[src/rtl/mem_arbiter.sv]
// Round-robin arbiter sharing the single memory port between the CPU and the debug monitor.
// Optional macro MON_PRIORITY_EN: monitor always wins a tie (fixed priority) instead of round-robin.
module mem_arbiter #(
    parameter int AW     = 8,
    parameter int DW     = 8,
    parameter int RD_LAT = 1
) (
    input  logic          clock,
    input  logic          reset,
    input  logic          cpu_req,
    input  logic          cpu_we,
    input  logic [AW-1:0] cpu_addr,
    input  logic [DW-1:0] cpu_wdata,
    output logic          cpu_ack,
    output logic [DW-1:0] cpu_rdata,
    output logic          cpu_wait,
    input  logic          mon_req,
    input  logic          mon_we,
    input  logic [AW-1:0] mon_addr,
    input  logic [DW-1:0] mon_wdata,
    output logic          mon_ack,
    output logic [DW-1:0] mon_rdata,
    output logic [AW-1:0] mem_addr,
    output logic [DW-1:0] mem_wdata,
    output logic          mem_we,
    input  logic [DW-1:0] mem_rdata,
    output logic [1:0]    owner
);

    localparam logic [1:0] ST_IDLE   = 2'd0;
    localparam logic [1:0] ST_ACCESS = 2'd1;
    localparam logic [1:0] ST_ACK    = 2'd2;

    localparam logic [1:0] OWN_CPU  = 2'b01;
    localparam logic [1:0] OWN_MON  = 2'b10;
    localparam logic [1:0] LAT_LOAD = 2'(RD_LAT - 1);

    logic [1:0] state;
    logic [1:0] lat_cnt;
    logic       acc_we;
    logic       grant_cpu;
    logic       grant_mon;
`ifndef MON_PRIORITY_EN
    logic       last_winner_mon;
`endif

    assign cpu_wait = cpu_req & ~cpu_ack;

    always_comb begin
        grant_cpu = 1'b0;
        grant_mon = 1'b0;
        if (cpu_req && mon_req) begin
`ifdef MON_PRIORITY_EN
            grant_mon = 1'b1;
`else
            grant_cpu = last_winner_mon;
            grant_mon = ~last_winner_mon;
`endif
        end else begin
            grant_cpu = cpu_req;
            grant_mon = mon_req;
        end
    end

    // mem_addr/mem_wdata double as the latched request; they are only loaded on a grant
    always_ff @(posedge clock or posedge reset) begin
        if (reset) begin
            state     <= ST_IDLE;
            lat_cnt   <= '0;
            acc_we    <= 1'b0;
            owner     <= '0;
            cpu_ack   <= 1'b0;
            mon_ack   <= 1'b0;
            cpu_rdata <= '0;
            mon_rdata <= '0;
            mem_addr  <= '0;
            mem_wdata <= '0;
            mem_we    <= 1'b0;
`ifndef MON_PRIORITY_EN
            last_winner_mon <= 1'b1;
`endif
        end else begin
            cpu_ack <= 1'b0;
            mon_ack <= 1'b0;
            mem_we  <= 1'b0;
            case (state)
                ST_IDLE: begin
                    if (grant_cpu || grant_mon) begin
                        owner     <= grant_mon ? OWN_MON : OWN_CPU;
                        acc_we    <= grant_mon ? mon_we : cpu_we;
                        mem_we    <= grant_mon ? mon_we : cpu_we;
                        mem_addr  <= grant_mon ? mon_addr : cpu_addr;
                        mem_wdata <= grant_mon ? mon_wdata : cpu_wdata;
                        lat_cnt   <= LAT_LOAD;
`ifndef MON_PRIORITY_EN
                        last_winner_mon <= grant_mon;
`endif
                        state     <= ST_ACCESS;
                    end
                end
                ST_ACCESS: begin
                    if (acc_we || lat_cnt == 2'd0) begin
                        if (!acc_we) begin
                            if (owner[1]) mon_rdata <= mem_rdata;
                            else          cpu_rdata <= mem_rdata;
                        end
                        cpu_ack <= owner[0];
                        mon_ack <= owner[1];
                        state   <= ST_ACK;
                    end else begin
                        lat_cnt <= lat_cnt - 2'd1;
                    end
                end
                ST_ACK: begin
                    owner <= '0;
                    state <= ST_IDLE;
                end
                default: begin
                    owner <= '0;
                    state <= ST_IDLE;
                end
            endcase
        end
    end

endmodule

[config.mk]
export PLATFORM = sky130hd
export DESIGN_NAME = mem_arbiter
export DESIGN_NICKNAME = d
export VERILOG_FILES = /design/src/rtl/mem_arbiter.sv
export SDC_FILE = /design/constraint.sdc
export NUM_CORES = 1
export LEC_CHECK = 0
export ABC_AREA = 1
export CAP_MARGIN = 10
export CORE_ASPECT_RATIO = 1.75
export CORE_MARGIN = 2
export CORE_UTILIZATION = 25
export DETAILED_ROUTE_END_ITERATION = 6
export SYNTH_ARGS = -nofsm -noshare
export SYNTH_HDL_FRONTEND = slang
export SYNTH_SLANG_ARGS = --single-unit
[constraint.sdc]
create_clock -name clock -period 1.54 [get_ports clock]
set_input_delay 0.462 -clock clock [delete_from_list [all_inputs] [get_ports clock]]
set_output_delay 0.462 -clock clock [all_outputs]
set_load 0.01 [all_outputs]
==> summary.txt <==
Power
  • Leak: 0.00174 uW
  • Worst vdd ir: 0.000766 V
  • Pwr/cell area: 1710 mW/mm^2

Detailed routing
  • 1st-iter DRT viols: 58
  • Vias per Instance: 4.34
  • Final ANT Viol Nets: 0
  • Wire length per cell: 12.0 um
  • # DRC: 0
  • DR vias: 1,920
  • Final Routed Wirelength: 5300 um
  • Initial DRT Pass Iterations: 4

Synthesis
  • Seq/Total Area, Yosys: 52.9%
  • Ranking of synthesized cells by area: dfrtp_1 52%, nand2_1 21%, nand3_1 8.8%, inv_1 3.7%, nand3b_1 3.3%
  • Mean Syn Cell Area: 8.12 sq um
  • YS warnings: 0
  • Ys async rst share: 100%
  • Cell variety after synth: 15
  • Syn Nets: 298
  • Most used DFF post-synth: dfrtp_1
  • Post-synthesis cell area: 0.00204 sq mm
  • Synth Register Bits: 43
  • Share of the synthesized area in the top cell type: 51.6%
  • Synth top cells by count: 116 x nand2_1, 42 x dfrtp_1, 36 x nand3_1
  • Top-count cell post-synth: nand2_1
  • Largest area contributor in the synthesized netlist: dfrtp_1
  • Cells after Synth: 251
  • Post-synth EDFFs: 0

Floorplan
  • Die Height: 123 um
  • Core area: 0.00791 sq mm
  • Ports: 84
  • Die width: 72.3 um
  • # rows: 43
  • Initial core utilization: 25.8%
  • Total die area: 0.00892 sq mm

Final layout
  • Area grow syn2layout: 57.6%
  • Area of the multi-input gates: 821 sq um
  • Layout Cells excl Fill: 442
  • Register Area: 0.00108 sq mm
  • Fin util: 40.6%
  • Antenna Diode Count: 0
  • Ratio of cells with drive above 1 in the final layout: 11.1%
  • Nets: 398
  • Filler Cells Inserted: 810

Clock tree
  • H-tree depth: 2
  • Clk sink count: 43
  • CTS tree: yes
  • Max clock buf depth: 2
  • Num CTS Buffers: 5
  • Worst skew pair latency: 280 ps
  • Post-CTS Setup Bufs: 0
  • Clock slew at reported path FFs: 60 ps
  • Clock root buffer: clkbuf_16
  • Cts hold-fix bufs: 0

STA
  • Least-Margin Pin Slew: 327 ps
  • Rel. slew slack: 78.2%
  • Final Cycle Share: 97.1%
  • Slew Limit Fails: 0
  • Max Clock Skew: 4.74 ps
  • Unrepaired setup endpoints after global routing: false
  • Peak Freq: 669 MHz
  • Min Tclk post-route: 1500 ps
  • Final setup vio count: 0
  • Final hold violation count: 0

Critical path
  • Startpoint types: primary input
  • Crit Path Category: primary input to output port
  • CP max FO: 2
  • Worst Path Required: 1080 ps
  • CP Capture Type: output port
  • CP Data Arrival Time: 1030 ps

GRT
  • Antenna violations before repair: 0
  • Global-route wire length before repair: 8820 um
  • GRT Overall Usage: 12.8%
  • Vias in the first global route: 1,968
  • Global route total overflow: 0
  • Largest net degree at the start of global routing: 20

Place
  • Routability Congestion: 0.757
  • Cells after DPL: 434
  • Post-detail-place hpwl: 4210 um
  • Port bufs: 83

Run
  • Max Cap Viol: 0

Hold path
  • Hold Path Class: primary input to async pin

Status
  • Status: finished, final reports clean
where the power goes:
group / internal (uW) / switching (uW)
Combinational: 1170 / 1370
Clock: 598 / 421
Sequential: 1660 / 290
Total: 3430 / 2080
cell type report:
class | instances | share of cell area (%)
flip-flops and latches | 43 | 33.5
repair buffers | 102 | 30.7
multi-input cells | 179 | 25.6
clock buffers | 6 | 4.01
well taps | 90 | 3.51
inverters | 20 | 2.34
clock inverters | 2 | 0.390
layout by cell type, fill, tap and decap left out:
master and n:
clkbuf_1 1, clkdlybuf4s15_2 1, inv_2 1, dlygate4sd2_1 37, clkdlybuf4s50_1 43, dlymetal6s2s_1 1
nand3b_1 9, inv_1 19, nor2_8 1, buf_4 14, clkdlybuf4s15_1 1, buf_6 1
nand2_1 116, buf_12 4, nand2_4 4, nor2_1 7, dfrtp_1 42, clkbuf_16 5
clkinvlp_4 1, nand3_1 36, clkinv_2 1, o21ai_2 1, ha_1 1, dfstp_2 1
nor2_2 4
worst paths after layout:
path,start,end,slack [ps],cells after the start
worst max-delay path,cpu_req,cpu_wait,40,4
worst min-delay path,reset,owner[0],440,2
worst max register to register,lat_cnt[0],cpu_rdata[6],210,8
worst min register to register,mon_rdata[2],mon_rdata[2],460,2
max in group asynchronous,reset,mon_rdata[4],710,3
min in group clock,mon_rdata[2],mon_rdata[2],460,2
stage by stage:
| step | total power [uW] | setup TNS, ps | hold WS (ps) | area, sq um | worst slack [ps] |
|---|---|---|---|---|---|
| after detailed placement | 4900 | -6590 | 458 | 3110 | -591 |
| after CTS | 5620 | 0 | 452 | 3200 | 24.8 |
| final | 5510 | 0 | 445 | 3210 | 44.4 |
| after global routing | 5950 | 0 | 477 | 3210 | 20.6 |
| after global placement | 4840 | -5940 | 452 | 3110 | -599 |
| after floorplan | 3330 | 0 | 463 | 2040 | 76.9 |
registers in the layout, indices dropped and copies added, names as in the netlist, 2 cells and up:
| signal | count |
|---|---|
| state | 2 |
| owner | 2 |
| mem_addr | 8 |
| mem_wdata | 8 |
| mon_rdata | 8 |
| cpu_rdata | 8 |
| lat_cnt | 2 |
repair_timing:
| item | 4_1_cts | 5_1_grt |
|---|---|---|
| pin swaps | 0 | 0 |
| gates resized for setup | 41 | 3 |
| endpoints found under the setup margin | 38 | 7 |
kinds of logic after synthesis:
kind of cell / count (synthesis) / synth area share [%]
adders and majority gates: 1 / 0.614
buffers and inverters: 29 / 7.06
DFF: 43 / 52.9
and+or+nand+nor: 177 / 39.2
AOI/OAI and AO/OA: 1 / 0.245
critical path: stages:
cell	delay, ps
clkdlybuf4s15_2	220
inv_1	40
nor2_1	70
clkdlybuf4s15_1	240
routing by layer:
layer	vias up	global-route usage, %	part of all wire [%]
li1	979	-	-
met3	4	2.93	6.1
met1	875	13.7	39
met2	62	23.7	53
met4	0	4.95	1.6
met5	-	0	0
No activity file was read; power rests on OpenSTA's default activity.
